--- config.mk ---
export PLATFORM = sky130hd
export DESIGN_NAME = fetch_unit_flat
export DESIGN_NICKNAME = d
export VERILOG_FILES = /design/src/rtl/fetch_if.sv /design/src/rtl/fetch_unit.sv /design/src/flat_wrapper.sv
export SDC_FILE = /design/constraint.sdc
export NUM_CORES = 1
export LEC_CHECK = 0
export BUFFER_PORTS_ARGS = -buffer_cell sky130_fd_sc_hd__buf_2
export CAP_MARGIN = 20
export CORE_ASPECT_RATIO = 0.6
export CORE_MARGIN = 3
export CORE_UTILIZATION = 45
export CTS_CLUSTER_DIAMETER = 150
export DETAILED_ROUTE_END_ITERATION = 10
export GPL_TIMING_DRIVEN = 0
export PLACE_DENSITY = 0.69
export SYNTH_ARGS = -nofsm -noshare
export SYNTH_HDL_FRONTEND = slang
export SYNTH_SLANG_ARGS = --single-unit
--- constraint.sdc ---
create_clock -name clock_i -period 3.5 [get_ports clock_i]
set_input_delay 0.35 -clock clock_i [delete_from_list [all_inputs] [get_ports clock_i]]
set_output_delay 0.35 -clock clock_i [all_outputs]
set_load 0.05 [all_outputs]
--- src/rtl/fetch_if.sv ---
// fetch_if: decoder, instruction-memory and control signals of the fetch stage
interface fetch_if #(
  parameter int PC_WIDTH  = 8,
  parameter int CNT_WIDTH = 16
);
  logic                 start_i;
  logic [PC_WIDTH-1:0]  start_addr_i;
  logic [PC_WIDTH-1:0]  imem_addr_o;
  logic [7:0]           imem_data_i;
  logic [7:0]           instruction_o;
  logic                 instr_valid_o;
  logic                 branchf_i;
  logic                 branchb_i;
  logic                 done_i;
  logic [7:0]           branch_offset_i;
  logic [PC_WIDTH-1:0]  pc_o;
  logic                 busy_o;
  logic                 halted_o;
  logic [CNT_WIDTH-1:0] instr_count_o;
  modport master (
    input  start_i, start_addr_i, imem_data_i, branchf_i, branchb_i, done_i, branch_offset_i,
    output imem_addr_o, instruction_o, instr_valid_o, pc_o, busy_o, halted_o, instr_count_o
  );
  modport slave (
    output start_i, start_addr_i, imem_data_i, branchf_i, branchb_i, done_i, branch_offset_i,
    input  imem_addr_o, instruction_o, instr_valid_o, pc_o, busy_o, halted_o, instr_count_o
  );
endinterface

--- src/rtl/fetch_unit.sv ---
// fetch_unit: PC holder and two-cycle fetch/exec sequencer ahead of the decoder
module fetch_unit #(
  parameter int PC_WIDTH  = 8,
  parameter int CNT_WIDTH = 16
) (
  input logic      clock_i,
  input logic      reset_n_i,
  fetch_if.master  bus
);
  typedef enum logic [1:0] {IDLE, FETCH, EXEC, HALTED} state_t;
  state_t               state, state_n;
  logic [PC_WIDTH-1:0]  pc, pc_n, off;
  logic [CNT_WIDTH-1:0] cnt, cnt_n;
  assign off               = PC_WIDTH'(bus.branch_offset_i);
  assign bus.imem_addr_o   = pc;
  assign bus.pc_o          = pc;
  assign bus.instr_valid_o = state == EXEC;
  assign bus.instruction_o = state == EXEC ? bus.imem_data_i : 8'h88;
  assign bus.busy_o        = state == FETCH || state == EXEC;
  assign bus.halted_o      = state == HALTED;
  assign bus.instr_count_o = cnt;
  // state, PC and retired count; reset discards any in-flight instruction
  always_ff @(posedge clock_i or negedge reset_n_i)
    if (!reset_n_i) begin
      state <= IDLE;
      pc    <= '0;
      cnt   <= '0;
    end else begin
      state <= state_n;
      pc    <= pc_n;
      cnt   <= cnt_n;
    end
  // start acceptance, fetch/exec alternation and next-PC selection (done > branchf > branchb > +1)
  always_comb begin
    state_n = state;
    pc_n    = pc;
    cnt_n   = cnt;
    if ((state == IDLE || state == HALTED) && bus.start_i) begin
      state_n = FETCH;
      pc_n    = bus.start_addr_i;
      cnt_n   = '0;
    end else if (state == FETCH) begin
      state_n = EXEC;
    end else if (state == EXEC) begin
      cnt_n   = &cnt ? cnt : cnt + CNT_WIDTH'(1);
      state_n = bus.done_i ? HALTED : FETCH;
      pc_n    = bus.done_i    ? pc :
                bus.branchf_i ? pc + off :
                bus.branchb_i ? pc - off :
                                pc + PC_WIDTH'(1);
    end
  end
endmodule
--- src/flat_wrapper.sv ---
// flat-port wrapper written by rule: the top's interface ports become plain ports
module fetch_unit_flat 
#(
  parameter int PC_WIDTH  = 8,
  parameter int CNT_WIDTH = 16
)
  (clock_i, reset_n_i, bus_start_i, bus_start_addr_i, bus_imem_data_i, bus_branchf_i, bus_branchb_i, bus_done_i, bus_branch_offset_i, bus_imem_addr_o, bus_instruction_o, bus_instr_valid_o, bus_pc_o, bus_busy_o, bus_halted_o, bus_instr_count_o);
  fetch_if #(.PC_WIDTH(PC_WIDTH), .CNT_WIDTH(CNT_WIDTH)) bus_i ();
  input logic clock_i;
  input logic reset_n_i;
  input wire logic [$bits(bus_i.start_i)-1:0] bus_start_i;
  input wire logic [$bits(bus_i.start_addr_i)-1:0] bus_start_addr_i;
  input wire logic [$bits(bus_i.imem_data_i)-1:0] bus_imem_data_i;
  input wire logic [$bits(bus_i.branchf_i)-1:0] bus_branchf_i;
  input wire logic [$bits(bus_i.branchb_i)-1:0] bus_branchb_i;
  input wire logic [$bits(bus_i.done_i)-1:0] bus_done_i;
  input wire logic [$bits(bus_i.branch_offset_i)-1:0] bus_branch_offset_i;
  output wire logic [$bits(bus_i.imem_addr_o)-1:0] bus_imem_addr_o;
  output wire logic [$bits(bus_i.instruction_o)-1:0] bus_instruction_o;
  output wire logic [$bits(bus_i.instr_valid_o)-1:0] bus_instr_valid_o;
  output wire logic [$bits(bus_i.pc_o)-1:0] bus_pc_o;
  output wire logic [$bits(bus_i.busy_o)-1:0] bus_busy_o;
  output wire logic [$bits(bus_i.halted_o)-1:0] bus_halted_o;
  output wire logic [$bits(bus_i.instr_count_o)-1:0] bus_instr_count_o;
  assign bus_i.start_i = bus_start_i;
  assign bus_i.start_addr_i = bus_start_addr_i;
  assign bus_i.imem_data_i = bus_imem_data_i;
  assign bus_i.branchf_i = bus_branchf_i;
  assign bus_i.branchb_i = bus_branchb_i;
  assign bus_i.done_i = bus_done_i;
  assign bus_i.branch_offset_i = bus_branch_offset_i;
  assign bus_imem_addr_o = bus_i.imem_addr_o;
  assign bus_instruction_o = bus_i.instruction_o;
  assign bus_instr_valid_o = bus_i.instr_valid_o;
  assign bus_pc_o = bus_i.pc_o;
  assign bus_busy_o = bus_i.busy_o;
  assign bus_halted_o = bus_i.halted_o;
  assign bus_instr_count_o = bus_i.instr_count_o;
  fetch_unit #(.PC_WIDTH(PC_WIDTH), .CNT_WIDTH(CNT_WIDTH)) u_core (.clock_i(clock_i), .reset_n_i(reset_n_i), .bus(bus_i));
endmodule
; ---- After elaboration in Yosys (flattened, before gate mapping)
; Cells that the tools add are included.
[classes]
n_addsub = 4
multipliers = 0
div_mod_pow = 0
magnitude_cmp = 0
n_eq_ne = 6
shifts = 0
mux = 15
bitwise_logic = 0
n_reduce_logical = 9
[op_table]
columns = cell, count
row1 = 2-to-1 mux 16 bit, 4
row2 = 2-to-1 mux 8 bit, 7
row3 = adder 16 x 1 -> 16 bit (second input constant), 1
row4 = AND reduction 16 bit, 1
row5 = adder 8 x 1 -> 8 bit (second input constant), 1
row6 = adder 8 bit, 1
row7 = 2-to-1 mux 2 bit, 4
row8 = subtractor 8 bit, 1
row9 = inequality test 2 x 1 -> 1 bit (second input constant), 3
row10 = AND reduction 3 bit, 2
row11 = == test 2 bit (second input constant), 2
row12 = nonzero test 3 bit, 1
row13 = == test 2 x 1 -> 1 bit (second input constant), 1
row14 = zero test 2 bit, 1
row15 = logical OR 1 bit, 2
row16 = nonzero test 2 bit, 1
row17 = logical AND 1 bit, 1
[totals]
ff_bits = 26
latchBits = 0
mem_bits_rw = 0
romBits = 0
inputBits = 30
out_inout_bits = 43
wordCells = 37
mem_count = 0

; ---- Longest topological paths before layout
; Gate-level depths: netlist of the first run.
[depth]
word_depth = 7
depth_mapped = 13
ltp_nobuf = 13

; ---- Worst setup path after synthesis of the first run
; No wires, ideal clock.
[synth_timing]
path_kind = input to register
from = input bus_branchb_i
to = register u_core.pc[6] (netlist: u_core.bus.imem_addr_o[6])
setup_ns = 0.125
arrival_time_ns = 2.502
required_time_ns = 3.375
setup_slack_ns = 0.874
path_stages = 11
path_buffers = 0
cell_sequence = inv_1 > nor2_1 > ha_1 > mux2_2 > fa_1 > a21o_1 > a21oi_1 > nand2b_1 > mux2i_1 > a31oi_1 > mux2_2
[synth_between]
elab_chain_len = 6
[synth_rtl]
columns = item, line_no
row1 = "start, declared", flat_wrapper.sv:15  ; input wire logic [$bits(bus_i.branchb_i)-1:0] bus_branchb_i;
row2 = 2-to-1 mux 8 bit, fetch_unit.sv:49  ; bus.branchb_i ? pc - off :
row3 = 2-to-1 mux 8 bit, fetch_unit.sv:48  ; bus.branchf_i ? pc + off :
row4 = 2-to-1 mux 8 bit, fetch_unit.sv:47  ; pc_n = bus.done_i ? pc :
row5 = 2-to-1 mux 8 bit, fetch_unit.sv:44  ; end else if (state == EXEC) begin
row6 = 2-to-1 mux 8 bit, fetch_unit.sv:42  ; end else if (state == FETCH) begin
row7 = 2-to-1 mux 8 bit, fetch_unit.sv:38  ; if ((state == IDLE || state == HALTED) && bus.start_i) begin
row8 = "end signal, assigned", fetch_unit.sv:30  ; pc <= pc_n;
row9 = "end, declared", fetch_unit.sv:12  ; logic [PC_WIDTH-1:0] pc, pc_n, off;
; Every way passes these cells. The select of a mux whose other input is x is not followed.
; A chain may end at the register's enable or synchronous reset.

; ---- Worst setup path after layout of the first run
; Ends and elaborated chain as after synthesis.

==> impl_metrics.tcl, run 1 <==
set metrics [dict create \
    outcome "complete, no violations" \
    area_growth_pct 24.92 \
    critPathRequiredTime_ps 3660 \
    ys_types 49 \
    firstDrtPassIters 4 \
    fin_crit_sh_pct 77.28 \
    die_y_um 58.07 \
    core_um2 4234 \
    r2r_start "u_core.state[0]" \
    synth_most_common_cell "nor2_1" \
    synth-xor-area-share_pct 5.169 \
    nNetsFinal 365 \
    drive_gt1_share_pct 29.87 \
    slowest_delay_ps 430 \
    antenna_left 0 \
    r2r_cells 9 \
    drv_slew 0 \
    hold_violations 0 \
    synth_top_family_by_area "simple AND/OR/NAND/NOR gates" \
    period_needed_ps 2705 \
    startpoint "bus_branchb_i" \
    ir_worst_vdd_v 0.0004593 \
    critPathKind "input port to flop" \
    rows 18 \
    synth-async-reset-ratio_pct 100.0 \
    cts_buffer_depth 2 \
    cp_data_arrival_time_ps 2860 \
    cts-resized-gates 0 \
    syn_nets 288 \
    path_buf_inv 2 \
    vias 1991 \
    rrSetupSlack_ps 1190 \
    rsz0062_at_grt "false" \
    clock_sinks 26 \
    crit_path_end_kind "flop" \
    p_leak_nw 1.224 \
    final_core_util_pct 59.99 \
    cp_common_cell "mux2_2" \
    slowest_stage "fa_1" \
    syn_inst 242 \
    start_util_pct 48.02 \
    crit_chain "buf_2 -> inv_1 -> nor2_1 -> ha_1 -> mux2_2 -> fa_1 -> a21o_1 -> a21oi_1 -> nand2b_1 -> mux2i_1 -> a31oi_1 -> mux2_2" \
    die_area_um2 5387 \
    fillers 407 \
    max_freq_mhz 369.7 \
    cts_tree "yes" \
    grt_pass1_vias 1756 \
    synth_edf_count 0 \
    cp_top_family "multiplexers" \
    yosysTopAreaCell "dfrtp_1" \
    syn_area_per_cell_um2 8.402 \
    multiInputGateArea_um2 1274 \
    post-place-ws_ps 507.7 \
    yosysSeqAreaShare_pct 32.00 \
    maxCapViolCount 0 \
    postCtsSetupRepairBufs 0 \
    finalPower_w 0.002257 \
    skew_ps 8.350 \
    routed_wl_mm 5.055 \
    synth_compound_area_share_pct 17.23 \
    ys_ff_latch 26 \
    antenna_found_initial 0 \
    grt_max_degree 27 \
    synth_top_area_share_pct 32.00 \
    drtIter0Drc 162 \
    gp_congestion 0.8012 \
    setup_viol 0 \
    synthesis.area_um2 2033 \
    synth_fa_ha_area_share_pct 10.22 \
    register_area_um2 650.6 \
    grt_pass1_wl_mm 8.473 \
    clk_latency_ps 270 \
    synthTopCellsByCount "nor2_1 (33), nand2_1 (29), dfrtp_1 (26)" \
    rr_endpoint "u_core.bus.instr_count_o[5]" \
    io_buffers 72 \
    drc_errors 0 \
    tightest_slew_ps 616.0 \
    root_buffer "clkbuf_8" \
    wire_per_inst_um 13.37 \
    ios 73 \
    cts_buffers 3 \
    viasPerCell 5.267 \
    die_w_um 92.78 \
    start_kind "input port" \
    crit_path_max_fanout 8 \
    synth.area.top_cells "dfrtp_1 (32%), ha_1 (9.2%), nor2_1 (6.1%), nand2_1 (5.4%), xor2_1 (4.3%)" \
    grt_usage_pct 19.42 \
    synthMuxAreaShare_pct 2.154 \
    worst_slack_ps 795.2 \
    ys_warn_count 0 \
    synthSimpleGateAreaFrac_pct 27.88 \
    hold_buffers 0 \
    setup_tns_ps 0 \
    path_clk_slew_ps 90 \
    synth-main-ff-cell "dfrtp_1" \
    grt-ovfl-total 0 \
    slew_headroom_pct 58.78 \
    htree_levels 1 \
    min_path_type "input port to asynchronous set/reset pin" \
    num_antenna_cells 0 \
    dp_hpwl_mm 4.081 \
    p_per_area_nw_per_um2 888.4 \
]
==> flip-flops by register name, summed over array words and instances (netlist names) <==
register and count:
u_core.bus.instr_count_o 16, u_core.bus.imem_addr_o 8, u_core.state 2
==> where the power goes <==
| part | switching [W] | leakage [nW] | internal, W |
|---|---|---|---|
| clock network | 0.0000948 | 0.0357 | 0.000153 |
| logic | 0.00105 | 0.856 | 0.000483 |
| registers | 0.0000966 | 0.332 | 0.000379 |
==> through the flow <==
| stage | hold slack (ps) | area, um2 | instances |
|---|---|---|---|
| floorplan | 54.41 | 2033 | 242 |
| global placement | 387.9 | 2469 | 374 |
| detailed placement | 379.0 | 2469 | 374 |
| CTS | 78.86 | 2540 | 378 |
| global route | 99.65 | 2540 | 378 |
| finish | 62.93 | 2540 | 378 |
==> metal layers <==
metal  share of wire, %  vias up  track usage, %
li1                   -     1012               -
met1                 55      914           32.12
met2                 39       63           26.31
met3                5.9        2           3.502
met4               0.40        0           2.505
met5                  0        -               0
==> kinds of logic (layout without fill, tap and decap cells) <==
logic type	count (synthesis)	in the layout
adders and majority gates	16	16
AOI/OAI and AO/OA	54	54
buffers and inverters	19	95
DFF	26	26
muxes	4	4
xor gates and xnor gates	12	12
and+or+nand+nor	111	111
==> worst max path at each step <==
stage / depth (start not counted) / to
detailed placement: 12 / u_core.bus.imem_addr_o[6]
global route: 12 / u_core.bus.imem_addr_o[7]
global placement: 12 / u_core.bus.imem_addr_o[6]
CTS: 12 / u_core.bus.imem_addr_o[6]
floorplan: 11 / u_core.bus.imem_addr_o[6]
finish: 12 / u_core.bus.imem_addr_o[6]
==> area by class of cell <==
type	count	share of cell area, %
inverters	6	0.8867
multi-input cells	197	50.15
well taps	60	2.956
repair buffers	72	14.19
clock inverters	1	1.182
flip-flops and latches	26	25.62
plain buffers	13	3.399
clock buffers	3	1.626
==> cells in the final DEF, fill, tap and decap left out, types with 2 or more instances in the layout <==
| cell | synthesis | routed |
|---|---|---|
| nor2_1 | 33 | 33 |
| a21oi_1 | 12 | 12 |
| nand2b_1 | 4 | 4 |
| nor2b_1 | 2 | 2 |
| a211oi_1 | 2 | 2 |
| nand3_1 | 8 | 8 |
| ha_1 | 15 | 15 |
| dfrtp_1 | 26 | 26 |
| a31oi_1 | 8 | 8 |
| and2_1 | 7 | 7 |
| nor3_1 | 8 | 8 |
| o21bai_1 | 2 | 2 |
| buf_4 | 8 | 8 |
| xnor2_1 | 2 | 2 |
| nand2_1 | 29 | 29 |
| o31ai_1 | 2 | 2 |
| clkbuf_8 | 0 | 3 |
| and3_1 | 2 | 2 |
| o21ai_0 | 17 | 17 |
| buf_2 | 0 | 72 |
| mux2_2 | 3 | 3 |
| clkbuf_1 | 4 | 4 |
| xor2_1 | 10 | 10 |
| nand4_1 | 5 | 5 |
| or3_1 | 2 | 2 |
| inv_1 | 6 | 6 |
==> worst reg2reg max path, stage by stage, from the launching register on <==
cell	delay (ps)
dfrtp_1	430
inv_1	60
ha_1	390
and2_4	180
buf_6	130
nor4b_4	450
a21oi_1	200
nand4_1	150
xor2_1	140
nor2_1	50
Note: power is estimated with default switching activity, not from simulation.
==> run 2, diff against run 1 <==
--- a/config.mk
+++ b/config.mk
@@ -13,7 +13,7 @@
 export CTS_CLUSTER_DIAMETER = 150
 export DETAILED_ROUTE_END_ITERATION = 10
 export GPL_TIMING_DRIVEN = 0
-export PLACE_DENSITY = 0.69
+export PLACE_DENSITY = 0.72
 export SYNTH_ARGS = -nofsm -noshare
 export SYNTH_HDL_FRONTEND = slang
 export SYNTH_SLANG_ARGS = --single-unit
==> constraint.sdc (replaced) <==
create_clock -name clock_i -period 2.3 [get_ports clock_i]
set_input_delay 0.23 -clock clock_i [delete_from_list [all_inputs] [get_ports clock_i]]
set_output_delay 0.23 -clock clock_i [all_outputs]
set_load 0.05 [all_outputs]
==> run 2 against run 1 <==
  * Largest cell class unchanged
  * Critical path depth unchanged
  * Wire length increased by 4.0%
  * The flow now finishes with violations (setup timing)
  * Cell count increased by 2.6%
==> impl_metrics.tcl, run 2 (synthesis results as in run 1) <==
set metrics [dict create \
    outcome "complete, but fails checks" \
    violations "setup timing" \
    crit_chain "buf_8 -> clkinvlp_4 -> nor2_4 -> ha_4 -> mux2_4 -> fa_2 -> a21o_1 -> a21oi_2 -> nand2b_4 -> mux2i_1 -> a31oi_1 -> mux2_4" \
    grt_pass1_vias 1763 \
    cp_common_cell "mux2_4" \
    area_growth_pct 33.78 \
    path_depth 12 \
    tightest_slew_ps 683.5 \
    firstDrtPassIters 4 \
    die_area_um2 5387 \
    viasPerCell 5.193 \
    mostFrequentLayoutCells "buf_2 (71), nand2_1 (29), nor2_1 (29), dfrtp_1 (26), buf_4 (17)" \
    grt-ovfl-total 0 \
    fillers 372 \
    drc_errors 0 \
    path_clk_slew_ps 80 \
    fin_crit_sh_pct 101.7 \
    routed_wl_mm 5.258 \
    core_um2 4234 \
    pwr-share-seq_pct 20.4 \
    slowest_delay_ps 370 \
    drive_gt1_share_pct 36.89 \
    slowest_stage "fa_2" \
    multiInputGateArea_um2 1378 \
    skew_ps 7.186 \
    die_w_um 92.78 \
    drv_slew 0 \
    start_kind "input port" \
    p_leak_nw 1.288 \
    gp_congestion 0.8528 \
    register_area_um2 650.6 \
    ios 73 \
    combPwrFrac_pct 71.3 \
    finalNonFillerCells 388 \
    r2r_cells 8 \
    final_common_cell "buf_2" \
    p_per_area_nw_per_um2 1301 \
    critical_path.endpoint "u_core.bus.imem_addr_o[6]" \
    placed_cells 374 \
    critPathRequiredTime_ps 2460 \
    grt_usage_pct 18.60 \
    clk_latency_ps 270 \
    wire_per_inst_um 13.55 \
    final_cell_area_um2 2720 \
    grt_pass1_wl_mm 8.100 \
    startpoint "bus_branchb_i" \
    num_antenna_cells 0 \
    cts_tree "yes" \
    ir_worst_vdd_v 0.0009666 \
    swShare_pct 55.42 \
    antenna_found_initial 0 \
    largest_register_ffs 16 \
    critPathKind "input port to flop" \
    max_freq_mhz 427.3 \
    start_util_pct 48.02 \
    setup_tns_ps -40.13 \
    hold_violations 0 \
    vias 2015 \
    slew_headroom_pct 54.27 \
    placed_area_um2 2496 \
    clock_sinks 26 \
    crit_path_end_kind "flop" \
    clkPwrFrac_pct 8.3 \
    finalPower_w 0.003539 \
    die_y_um 58.07 \
    grt_max_degree 27 \
    cp_data_arrival_time_ps 2500 \
    cts_buffer_depth 2 \
    rr_endpoint "u_core.bus.imem_addr_o[6]" \
    cp_top_family "multiplexers" \
    drtIter0Drc 100 \
    worst_slack_ps -40.13 \
    maxCapViolCount 0 \
    io_buffers 72 \
    rsz0062_at_grt "true" \
    path_buf_inv 2 \
    period_needed_ps 2340 \
    p_sw_w 0.001962 \
    root_buffer "clkbuf_8" \
    antenna_left 0 \
    r2r_start "u_core.bus.imem_addr_o[0]" \
    setup_viol 1 \
    internal-power_w 0.001578 \
    rows 18 \
    crit_path_max_fanout 3 \
    min_path_type "input port to flop" \
    rrSetupSlack_ps 110 \
    htree_levels 1 \
    cts_buffers 3 \
    nNetsFinal 375 \
    dp_hpwl_mm 3.936 \
]
run 2: cell count changes in the layout (fill, tap and decap cells not counted), sizes merged:
cell / change
buf: +9
bufinv: -1
clkbuf: +1
clkinvlp: +1
dlygate4sd3: +1
inv: -1
run 2: per-layer routing:
layer  track usage, %  routed length (um)
met1            29.40                2743
met2            26.92                2184
met3            3.502                 329
met4            2.088                   0
met5                0                   0
run 2: worst min path at each step:
| stage | endpoint | from | slack [ps] | cells after the start |
|---|---|---|---|---|
| detailed placement | u_core.bus.instr_count_o[3] | reset_n_i | 260 | 1 |
| global placement | u_core.bus.instr_count_o[3] | reset_n_i | 270 | 1 |
| CTS | u_core.state[1] | bus_start_i | 200 | 2 |
| finish | u_core.state[1] | bus_start_i | 200 | 2 |
| floorplan | u_core.bus.imem_addr_o[0] | reset_n_i | -70 | 0 |
| global route | u_core.bus.imem_addr_o[0] | bus_start_addr_i[0] | 190 | 3 |
run 2: power by group through the flow:
| stage | registers (W) | logic [W] | clock network [W] |
|---|---|---|---|
| global placement | 0.000729 | 0.00233 | 0 |
| floorplan | 0.00103 | 0.00156 | 0 |
| CTS | 0.000724 | 0.00239 | 0.000302 |
| finish | 0.000721 | 0.00252 | 0.000295 |
| global route | 0.000743 | 0.00273 | 0.000323 |
| detailed placement | 0.000732 | 0.00236 | 0 |
run 2: what timing repair did:
item                                   in CTS  in global routing
endpoints found under the hold margin      26                  0
gates resized for setup                     7                 19
hold buffers                                1                  0
setup endpoints to repair                   7                 19
buffers inserted                            2                  7
pin swaps                                   2                  9
run 2: cell type report:
class	instances	area share, %
multi-input cells	197	50.64
flip-flops and latches	26	23.92
repair buffers	82	16.47
plain buffers	13	3.220
well taps	60	2.760
clock buffers	4	2.024
inverters	6	0.9660
run 2: worst register-to-register path, stage by stage, from the launching register on:
cell and delay, ps:
dfrtp_1 430, ha_1 240, fa_2 350, a21o_1 200, a21oi_2 160, nand2b_4 150, mux2i_1 170, a31oi_1 90
mux2_4 280
run 2: stage by stage:
step / hold slack (ps) / util, % / setup slack (ps)
after global routing: 194.5 / 64.24 / -113.5
after detailed placement: 264.0 / 58.95 / -473.1
after floorplan: -65.59 / - / -50.85
after global placement: 267.3 / 58.95 / -450.8
final: 199.3 / 64.24 / -40.13
after CTS: 197.0 / 61.35 / -42.06
